File: config.mk
export PLATFORM = sky130hd
export DESIGN_NAME = fifo_scoreboard
export DESIGN_NICKNAME = d
export VERILOG_FILES = /design/src/rtl/fifo_scoreboard.sv
export SDC_FILE = /design/constraint.sdc
export NUM_CORES = 1
export LEC_CHECK = 0
export BUFFER_PORTS_ARGS = -buffer_cell sky130_fd_sc_hd__buf_2
export CORE_ASPECT_RATIO = 0.75
export CORE_MARGIN = 2
export CORE_UTILIZATION = 30
export CTS_CLUSTER_DIAMETER = 100
export DETAILED_ROUTE_END_ITERATION = 8
export HOLD_SLACK_MARGIN = 0.05
export SYNTH_ARGS = -nofsm -noshare
export SYNTH_HDL_FRONTEND = slang
export SYNTH_SLANG_ARGS = --single-unit
File: constraint.sdc
create_clock -name clk -period 4.6 [get_ports clk]
set_input_delay 0.92 -clock clk [delete_from_list [all_inputs] [get_ports clk]]
set_output_delay 0.92 -clock clk [all_outputs]
set_load 0.02 [all_outputs]
File: src/rtl/fifo_scoreboard.sv
// Shadow model of a synchronous FIFO: tracks pushes/pops, checks popped data and status flags,
// and records sticky errors with a saturating count and first-error capture.
module fifo_scoreboard #(
  parameter int unsigned DATA_W   = 8,
  parameter int unsigned DEPTH    = 16,
  parameter int unsigned READ_LAT = 0,
  parameter int unsigned CNT_W    = 8
) (
  input  logic                       clk,
  input  logic                       rst_b,
  input  logic                       wr_vld,
  input  logic [DATA_W-1:0]          wr_data,
  input  logic                       rd_vld,
  input  logic [DATA_W-1:0]          rd_data,
  input  logic                       dut_full,
  input  logic                       dut_empty,
  input  logic                       clr_err,
  output logic [$clog2(DEPTH+1)-1:0] occupancy,
  output logic                       err_overflow,
  output logic                       err_underflow,
  output logic                       err_mismatch,
  output logic                       err_flags,
  output logic [CNT_W-1:0]           err_count,
  output logic [1:0]                 first_err_code,
  output logic [15:0]                first_err_idx,
  output logic [DATA_W-1:0]          exp_data
);

  localparam int unsigned OCC_W = $clog2(DEPTH + 1);
  localparam int unsigned PTR_W = $clog2(DEPTH);
  localparam logic [OCC_W-1:0] OCC_FULL = OCC_W'(DEPTH);
  localparam logic [PTR_W-1:0] PTR_LAST = PTR_W'(DEPTH - 1);
  localparam logic [CNT_W-1:0] CNT_MAX  = {CNT_W{1'b1}};

  logic [DATA_W-1:0] mem_q [DEPTH];
  logic [PTR_W-1:0]  rd_ptr_q, wr_ptr_q;
  logic [OCC_W-1:0]  occ_q;
  logic [15:0]       pop_idx_q;

  logic full, empty, ovf_ev, udf_ev, mm_ev, flag_ev;
  logic do_pop, do_push, fall, issue_vld;
  logic [DATA_W-1:0] issue_data;
  logic              cmp_vld;
  logic [DATA_W-1:0] cmp_data;
  logic [15:0]       cmp_idx;

  function automatic logic [PTR_W-1:0] ptr_inc(input logic [PTR_W-1:0] p);
    return (p == PTR_LAST) ? '0 : p + PTR_W'(1);
  endfunction

  always_comb begin
    full       = (occ_q == OCC_FULL);
    empty      = (occ_q == '0);
    ovf_ev     = wr_vld & ~rd_vld & full;
    udf_ev     = rd_vld & ~wr_vld & empty;
    do_pop     = rd_vld & ~empty;
    // Push+pop on an empty model bypasses storage entirely.
    fall       = rd_vld & wr_vld & empty;
    do_push    = wr_vld & ~fall & ~ovf_ev;
    issue_vld  = do_pop | fall;
    issue_data = fall ? wr_data : mem_q[rd_ptr_q];
    flag_ev    = (dut_full != full) | (dut_empty != empty);
  end

  always_ff @(posedge clk) begin
    if (do_push) mem_q[wr_ptr_q] <= wr_data;
  end

  always_ff @(posedge clk or negedge rst_b) begin
    if (!rst_b) begin
      rd_ptr_q  <= '0;
      wr_ptr_q  <= '0;
      occ_q     <= '0;
      pop_idx_q <= '0;
    end else begin
      if (do_push) wr_ptr_q <= ptr_inc(wr_ptr_q);
      if (do_pop) rd_ptr_q <= ptr_inc(rd_ptr_q);
      if (do_push && !do_pop) occ_q <= occ_q + OCC_W'(1);
      else if (!do_push && do_pop) occ_q <= occ_q - OCC_W'(1);
      if (issue_vld) pop_idx_q <= pop_idx_q + 16'd1;
    end
  end

  // Expected word, valid and pop index travel together to line up with rd_data.
  if (READ_LAT == 0) begin : g_lat0
    assign cmp_vld  = issue_vld;
    assign cmp_data = issue_data;
    assign cmp_idx  = pop_idx_q;
  end else begin : g_pipe
    logic [READ_LAT-1:0] vld_q;
    logic [DATA_W-1:0]   data_q [READ_LAT];
    logic [15:0]         idx_q  [READ_LAT];

    always_ff @(posedge clk or negedge rst_b) begin
      if (!rst_b) begin
        vld_q <= '0;
        for (int i = 0; i < int'(READ_LAT); i++) begin
          data_q[i] <= '0;
          idx_q[i]  <= '0;
        end
      end else begin
        vld_q[0]  <= issue_vld;
        data_q[0] <= issue_data;
        idx_q[0]  <= pop_idx_q;
        for (int i = 1; i < int'(READ_LAT); i++) begin
          vld_q[i]  <= vld_q[i-1];
          data_q[i] <= data_q[i-1];
          idx_q[i]  <= idx_q[i-1];
        end
      end
    end

    assign cmp_vld  = vld_q[READ_LAT-1];
    assign cmp_data = data_q[READ_LAT-1];
    assign cmp_idx  = idx_q[READ_LAT-1];
  end

  assign mm_ev     = cmp_vld & (cmp_data != rd_data);
  assign occupancy = occ_q;

  logic [2:0]       ev_cnt;
  logic             any_ev, recorded;
  logic [CNT_W-1:0] base_cnt, cnt_next;
  logic [CNT_W+2:0] cnt_sum;
  logic [1:0]       code_new;
  logic [15:0]      idx_new;

  always_comb begin
    ev_cnt   = 3'(ovf_ev) + 3'(udf_ev) + 3'(mm_ev) + 3'(flag_ev);
    any_ev   = |ev_cnt;
    recorded = ~clr_err & (err_overflow | err_underflow | err_mismatch | err_flags);
    base_cnt = clr_err ? '0 : err_count;
    cnt_sum  = {3'b000, base_cnt} + {{CNT_W{1'b0}}, ev_cnt};
    cnt_next = (cnt_sum > {3'b000, CNT_MAX}) ? CNT_MAX : cnt_sum[CNT_W-1:0];
    code_new = 2'd3;
    idx_new  = pop_idx_q;
    if (ovf_ev) code_new = 2'd0;
    else if (udf_ev) code_new = 2'd1;
    else if (mm_ev) begin
      code_new = 2'd2;
      idx_new  = cmp_idx;
    end
  end

  // Clear is applied first so that an event in the same cycle still lands.
  always_ff @(posedge clk or negedge rst_b) begin
    if (!rst_b) begin
      err_overflow   <= 1'b0;
      err_underflow  <= 1'b0;
      err_mismatch   <= 1'b0;
      err_flags      <= 1'b0;
      err_count      <= '0;
      first_err_code <= 2'd0;
      first_err_idx  <= '0;
      exp_data       <= '0;
    end else begin
      err_overflow  <= (err_overflow & ~clr_err) | ovf_ev;
      err_underflow <= (err_underflow & ~clr_err) | udf_ev;
      err_mismatch  <= (err_mismatch & ~clr_err) | mm_ev;
      err_flags     <= (err_flags & ~clr_err) | flag_ev;
      err_count     <= cnt_next;
      if (!recorded && any_ev) begin
        first_err_code <= code_new;
        first_err_idx  <= idx_new;
      end else if (clr_err) begin
        first_err_code <= 2'd0;
        first_err_idx  <= '0;
      end
      if (cmp_vld) exp_data <= cmp_data;
    end
  end

endmodule

==> impl.org, run 1 <==
** Outcome
- Status :: finished clean

** Power and ir drop
- Total power consumption of the routed design :: 5.79 mW
- The worst-case IR drop observed on VDD is 0.000382 V.
- Sequential cell fraction of total power :: 0.413
- Switching part of the total power :: 0.357
- Power per standard cell area :: 582 nW/um2
- P_int :: 3.73 mW
- The analysis attributes to cell leakage a power of 3.97 nW.
- P_sw :: 2.07 mW
- Fraction of power consumed by the clock network :: 0.254
- Comb power frac :: 0.333

** Final layout
- Fin area :: 9960 um2
- Synthesis-to-finish area growth :: 17.5%
- Number of inserted diodes :: 0
- Number of fill cells :: 2685
- Post-route insts no fill :: 1089
- Leaving out fill and tap cells, the most frequent cell in the layout is sky130_fd_sc_hd__edfxtp_1.
- Finished Core Util :: 0.357
- Fraction of final layout cells with drive strength greater than 1 :: 0.223
- Leading cell types in the layout, fill and taps excluded :: sky130_fd_sc_hd__edfxtp_1 (128), sky130_fd_sc_hd__dfrtp_1 (65), sky130_fd_sc_hd__buf_2 (65)
- Final-stage net count :: 733

** Yosys
- Area share of the leading cell type in the synthesized netlist :: 0.454
- For this run, the register share of the synthesized area comes to 0.652.
- Post-synth design cell area :: 8470 um2
- Per-instance average area after synthesis :: 14.0 um2
- EDFF count, synth :: 128
- The synthesized design spends more area on one cell type than any other, namely sky130_fd_sc_hd__edfxtp_1.
- Main synth FF type :: sky130_fd_sc_hd__edfxtp_1
- Synth top area cells :: sky130_fd_sc_hd__edfxtp_1 (45%), sky130_fd_sc_hd__dfrtp_1 (20%), sky130_fd_sc_hd__mux2i_1 (5.2%)
- Async S/R FF share, synth :: 0.344
- In the synthesized netlist, the number of instances is 607.
- Count of distinct cell types in the synthesized netlist :: 56
- Counting flops and latches in the post-synthesis netlist gives 195.
- When the netlist entered floorplanning its net count stood at 649.
- The Yosys step of the flow raised 0 warnings.

** Drt
- Number of detailed-route iterations in the first pass :: 4
- Post-detailed-route via-to-cell ratio :: 4.71
- Overall via count from detail_route :: 5133
- Post-detailed-route wirelength per cell :: 18.1 um
- Remaining antenna violation count :: 0
- Drt total wl :: 19.8 mm
- DRC Markers :: 0
- 1st-iter DRT viols :: 456

** Global routing
- The first global-routing pass estimated 30.3 mm of wire.
- Antenna violations before repair :: 1
- Entering global routing, the biggest net connects 42 pins.
- The number of global-route vias before repair was 4916.
- In the global route stage, overall resource usage came out at 0.139.
- After global routing the overflow that remains totals 0.

** CTS
- The H-tree was split into 4 levels.
- The longest clock path from root to sink contains 2 buffers.
- Number of clock sinks :: 195
- After clock tree synthesis, the clock-pin slew on the worst setup and hold paths is 0.08 ns.
- The cell sitting at the root of the clock tree is a sky130_fd_sc_hd__clkbuf_16.
- Clock buffer count from CTS :: 17
- Hold buffers post-CTS :: 0
- Later-pin clock latency in the skew report :: 0.45 ns
- TritonCTS clock tree :: built

** STA
- Setup repair after global routing missed its margin :: false
- Of the available clock period, the critical path in the final layout requires 0.919.
- The final hold violation count was 0.
- Pins over their slew limit :: 0
- For the final database, setup skew stands at 0.0115 ns.
- Total Neg Setup Slack :: 0 ns
- Timing would allow up to 0.237 GHz.
- The routed design could run at a clock period as short as 4.23 ns.
- In this run the tightest slew margin relative to its limit is 0.346.
- Setup Viol. Count Final :: 0
- For the pin with the worst max-slew slack, the measured transition is 0.982 ns.

** Placed design
- Total placed instance area :: 9300 um2
- Count of buffers from port buffering :: 65
- Number of cells after detailed placement :: 1052
- At the end of routability-driven placement, the weighted congestion stood at 0.804.
- Hpwl dp :: 14.2 mm

** Worst setup path
- Data required, critical path :: 4.91 ns
- The critical path contains buffers and inverters numbering 2 combined.
- Broken down by cell family, the worst path's largest delay share belongs to adder cells.
- Reg-to-reg setup timing slack :: 0.37 ns
- The worst setup path is launched from a flip-flop.
- Kind of capture point of the worst setup path :: flip-flop
- Type of the worst setup path :: reg -> reg
- The largest individual stage delay along the critical path comes from the cell sky130_fd_sc_hd__fa_1.
- Data arrival time at the worst-slack endpoint :: 4.54 ns
- In this run the worst path has a maximum fanout of 8.
- Peak per-stage delay on the critical path :: 0.50 ns
- Critical Path, Cell by Cell :: buf_4 > buf_4 > mux2i_1 > o22ai_1 > or2_2 > o31ai_4 > xnor2_1 > nor4_2 > a21oi_2 > ha_1 > ha_1 > fa_1 > a21oi_2 > nor2_1 > nand4_1 > o21ai_0

** Min path
- The min-delay analysis places its worst path in the category reg -> reg.

** Floorplan
- Core area :: 27900 um2
- The die is 150 um tall.
- Initial cell density of the core :: 0.304
- Placement Rows :: 53
- I/O pins :: 66
- Die boundary width :: 198 um
- The floorplan step defined a die boundary enclosing 29600 um2.

** Run
- Max-cap violations in this run came to 0.
[flip-flops by register name, indices dropped and copies added, names as in the netlist, 2 cells and up]
name,flops
exp_data,8
first_err_code,2
cmp_idx,16
occupancy,5
mem_q,128
err_count,8
first_err_idx,16
wr_ptr_q,4
rd_ptr_q,4
[cell families (layout without fill, tap and decap cells)]
family / after synthesis / after routing / share of synthesized area
flops: 195 / 195 / 0.652
simple gates: 179 / 179 / 0.107
compound gates: 86 / 86 / 0.0653
mux: 58 / 58 / 0.0874
xor+xnor: 35 / 35 / 0.0362
buf+inv: 35 / 132 / 0.0217
fa+ha+maj: 19 / 19 / 0.0307
[through the flow]
stage               setup WS [ns]  hold slack, ns
global placement            0.198           0.464
global route               0.0357           0.515
detailed placement          0.128           0.475
CTS                         0.111           0.489
floorplan                   0.742           0.445
finish                      0.374           0.486
[synth_stat cells, types with 3 or more instances]
cell	count
sky130_fd_sc_hd__mux2i_1	44
sky130_fd_sc_hd__o21ai_0	26
sky130_fd_sc_hd__nand3_1	30
sky130_fd_sc_hd__inv_1	7
sky130_fd_sc_hd__ha_1	16
sky130_fd_sc_hd__nand4_1	4
sky130_fd_sc_hd__a21o_1	8
sky130_fd_sc_hd__dfrtp_1	67
sky130_fd_sc_hd__or2_2	8
sky130_fd_sc_hd__nor2b_1	7
sky130_fd_sc_hd__a31oi_1	4
sky130_fd_sc_hd__fa_1	3
sky130_fd_sc_hd__and2_1	17
sky130_fd_sc_hd__edfxtp_1	128
sky130_fd_sc_hd__o31ai_1	3
sky130_fd_sc_hd__buf_6	3
sky130_fd_sc_hd__xor2_1	11
sky130_fd_sc_hd__buf_2	5
sky130_fd_sc_hd__a221oi_1	4
sky130_fd_sc_hd__or3_1	4
sky130_fd_sc_hd__and3_1	5
sky130_fd_sc_hd__nor2_1	22
sky130_fd_sc_hd__o22ai_1	16
sky130_fd_sc_hd__xnor2_1	24
sky130_fd_sc_hd__nand2_1	64
sky130_fd_sc_hd__mux4_2	10
sky130_fd_sc_hd__a21oi_1	14
sky130_fd_sc_hd__clkbuf_1	14
[worst paths after layout]
kind | endpoint | startpoint | cells past startpoint
worst min register to register | cmp_idx[10] | cmp_idx[10] | 1
min in group asynchronous | first_err_idx[15] | rst_b | 1
worst max-delay path | err_count[5] | rd_ptr_q[1] | 16
worst min-delay path | cmp_idx[10] | cmp_idx[10] | 1
worst max register to register | err_count[5] | rd_ptr_q[1] | 16
max in group asynchronous | exp_data[6] | rst_b | 2
[power by group through the flow]
stage	registers, mW	logic, mW	clock network [mW]
floorplan	2.46	1.27	0
global placement	2.44	1.84	0
detailed placement	2.45	1.86	0
CTS	2.41	1.86	1.50
global route	2.43	2.12	1.56
finish	2.39	1.93	1.47
[what timing repair did]
item | 4_1_cts | 5_1_grt
gates resized for setup | 0 | 3
buffers inserted | 0 | 5
endpoints found under the setup margin | 0 | 8
[layer usage]
layer,track usage,vias up,part of all wire
met2,0.202,112,0.45
met3,0.0286,8,0.049
li1,-,2423,-
met1,0.211,2590,0.49
met4,0.0316,0,0.0056
met5,0,-,0
[layout make-up]
type,count,area (um2),area share
Clock buffer,17,425,0.0427
Timing Repair Buffer,92,553,0.0555
Tap cell,385,482,0.0484
Inverter,8,30.0,0.00302
Clock inverter,15,160,0.0161
Multi-Input combinational cell,377,2780,0.279
Sequential cell,195,5530,0.555
Note: power is estimated with default switching activity, not from simulation.
==> run 2, diff against run 1 <==
==> constraint.sdc (replaced) <==
create_clock -name clk -period 3.45 [get_ports clk]
set_input_delay 0.69 -clock clk [delete_from_list [all_inputs] [get_ports clk]]
set_output_delay 0.69 -clock clk [all_outputs]
set_load 0.02 [all_outputs]
==> impl.org, run 2 (synthesis results as in run 1) <==
** Outcome
- Status :: finished, violations left
- The final reports fail on negative setup slack.

** Placed design
- Number of cells after detailed placement :: 1095
- Hpwl dp :: 14.9 mm
- At the placement stage, the worst setup path has a slack of -0.426 ns.
- Total placed instance area :: 9760 um2
- In this run the tool buffered the top-level ports with 65 buffer cells.
- Weighted congestion reported at the end of routability-driven placement :: 0.813

** Worst setup path
- Across all register-to-register paths, the minimum setup slack is -0.30 ns.
- The number of buffers and inverters on the critical path is 2.
- Endpoint of the worst-slack reg-to-reg timing path :: err_count[7]
- The worst setup path is launched from a flip-flop.
- The worst setup path is captured at a flip-flop.
- Family with the most delay on the worst path :: compound AO/OA/AOI/OAI gates
- CP max-delay cell :: sky130_fd_sc_hd__mux4_1
- Data arrives at the worst endpoint at 4.08 ns.
- Worst R2R Path Depth :: 16
- STA puts the critical path data required time at 3.77 ns.
- The startpoint identified for the worst register-to-register timing path is rd_ptr_q[1].
- Type of the worst setup path :: reg -> reg
- Walking the worst path, the cells encountered are buf_12 > buf_4 > mux4_1 > o21ai_2 > a31oi_1 > xor2_1 > nor4_2 > a21oi_4 > ha_4 > ha_4 > ha_1 > a21o_1 > a21oi_4 > nor3b_2 > nand3_2 > o211a_1.
- In this design, the stage delay of the slowest critical-path cell is 0.57 ns.
- The critical path crosses 16 cells after its start point.
- Largest fanout on the critical path :: 7

** Drt
- Dividing the detail-routed wire length by the instance count gives 18.1 um.
- The detail route stage leaves a number of antenna-violating nets equal to 0.
- Post-detailed-route via-to-cell ratio :: 4.63
- The first TritonRoute pass finished after 5 iterations.
- Summed over all layers, the routed wires come to 20.7 mm.
- DRC Markers :: 0
- For this block, the via count after detailed routing is 5279.
- In this run, the number of DRC markers left after iteration 0 of detailed routing was 350.

** CTS
- Later-pin clock latency in the skew report :: 0.44 ns
- Hold buffers post-CTS :: 0
- The clock tree synthesis step divided the H-tree into 4 levels.
- Clock-pin transition on the worst setup and hold timing paths :: 0.07 ns
- The clock net in this run drives a total of 195 sinks.
- TritonCTS created 17 clock buffers.
- Counting along the longest clock path gives a buffer depth of 2.
- Clock tree synthesis selected as its root buffer the cell sky130_fd_sc_hd__clkbuf_16.
- TritonCTS built the clock tree.

** Power and ir drop
- Largest vdd supply drop :: 0.000388 V
- Static Leakage :: 4.27 nW
- For this design the ratio of total power to cell area is 787 nW/um2.

** Floorplan
- Die outline height :: 150 um
- The die is 198 um wide.
- Initial cell density of the core :: 0.304
- DIE AREA :: 29600 um2
- 66 I/O pins were placed.
- The initialized floorplan defines 53 standard-cell rows.
- After floorplanning, the core was sized to cover 27900 um2.

** Final layout
- Final-stage net count :: 783
- Most common library cell in the layout ignoring fill and taps :: sky130_fd_sc_hd__edfxtp_1
- Post-route insts no fill :: 1139
- From synthesis to final layout, the design area changed by 25.7%.
- Number of inserted diodes :: 0
- After routing the design area is 10700 um2.
- The register with the most flip-flops in the layout has 128 of them.
- In the final layout, the share of cells above drive strength 1 is 0.304.
- The library cells used most frequently in the layout, excluding fill and tap cells, are sky130_fd_sc_hd__edfxtp_1 (128), sky130_fd_sc_hd__buf_2 (65), sky130_fd_sc_hd__nand2_1 (64).
- mem_q holds more flip-flops than any other register.

** Global routing
- Combined global-route utilization of all metal layers :: 0.145
- Maximum number of pins on one net before global-route repair :: 45
- Via count of the first global-routing pass :: 5314
- Wire length of the first global-routing pass :: 31.8 mm
- The number of antenna violations at the first check in global routing is 0.
- The total overflow left after global routing is 0.

** STA
- Pins over their slew limit :: 0
- Setup repair after global routing missed its margin :: true
- Max-slew headroom :: 0.499
- Counting I/O delays and the setup requirement, the final critical path takes 3.75 ns.
- The clock arrives with 0.0123 ns of skew.
- Minimum setup slack in the final design :: -0.304 ns
- Dividing the final minimum period by the clock period gives 1.09.
- Worst hold slack after final layout :: 0.237 ns
- For the pin with the worst max-slew slack, the measured transition is 0.751 ns.
- Setup Viol. Count Final :: 26
- Static timing analysis puts the maximum clock frequency at 0.266 GHz.
- Final count of hold timing violations :: 0

** Run
- The tool flagged a number of max-cap violations equal to 0.

** Min path
- In this run the worst hold path is classified as in -> async.
[run 2: layer usage]
layer	wire length, um	GRT usage
met5	0	0
met4	300	0.0425
met2	8890	0.210
met1	10700	0.220
met3	768	0.0252
[run 2: repair_timing]
action,CTS,global route
pin swaps,20,7
setup buffers,10,3
gates resized for setup,30,9
setup endpoints to repair,26,26
cloned,0,0
[run 2: where the power goes]
| group | internal, mW | switching [mW] |
|---|---|---|
| registers | 2.87 | 0.255 |
| logic | 1.56 | 1.67 |
| clock network | 1.15 | 0.870 |
[run 2: how the worst max path moves through the flow]
stage | from | slack (ns) | to
after floorplan | occupancy[2] | -0.01 | err_count[4]
after global placement | rd_ptr_q[0] | -0.38 | err_count[5]
after detailed placement | rd_ptr_q[1] | -0.43 | err_count[4]
after CTS | rd_ptr_q[1] | -0.24 | err_count[4]
after global routing | rd_ptr_q[1] | -0.48 | err_count[5]
final | rd_ptr_q[1] | -0.30 | err_count[7]
[run 2: metrics by stage]
stage,setup TNS [ns],util,power (mW)
5_1_grt,-9.00,0.382,8.83
3_3_place_gp,-6.22,0.350,6.05
2_1_floorplan,-0.0102,-,5.01
6_report,-5.08,0.382,8.38
4_1_cts,-3.13,0.379,8.35
3_5_place_dp,-7.52,0.350,6.08
[run 2: layout make-up]
class	count	area (um2)
fillers	2646	17300
flip-flops and latches	195	5530
multi-input cells	377	2990
repair buffers	142	1030
well taps	385	482
clock buffers	20	437
clock inverters	12	156
inverters	8	30.0
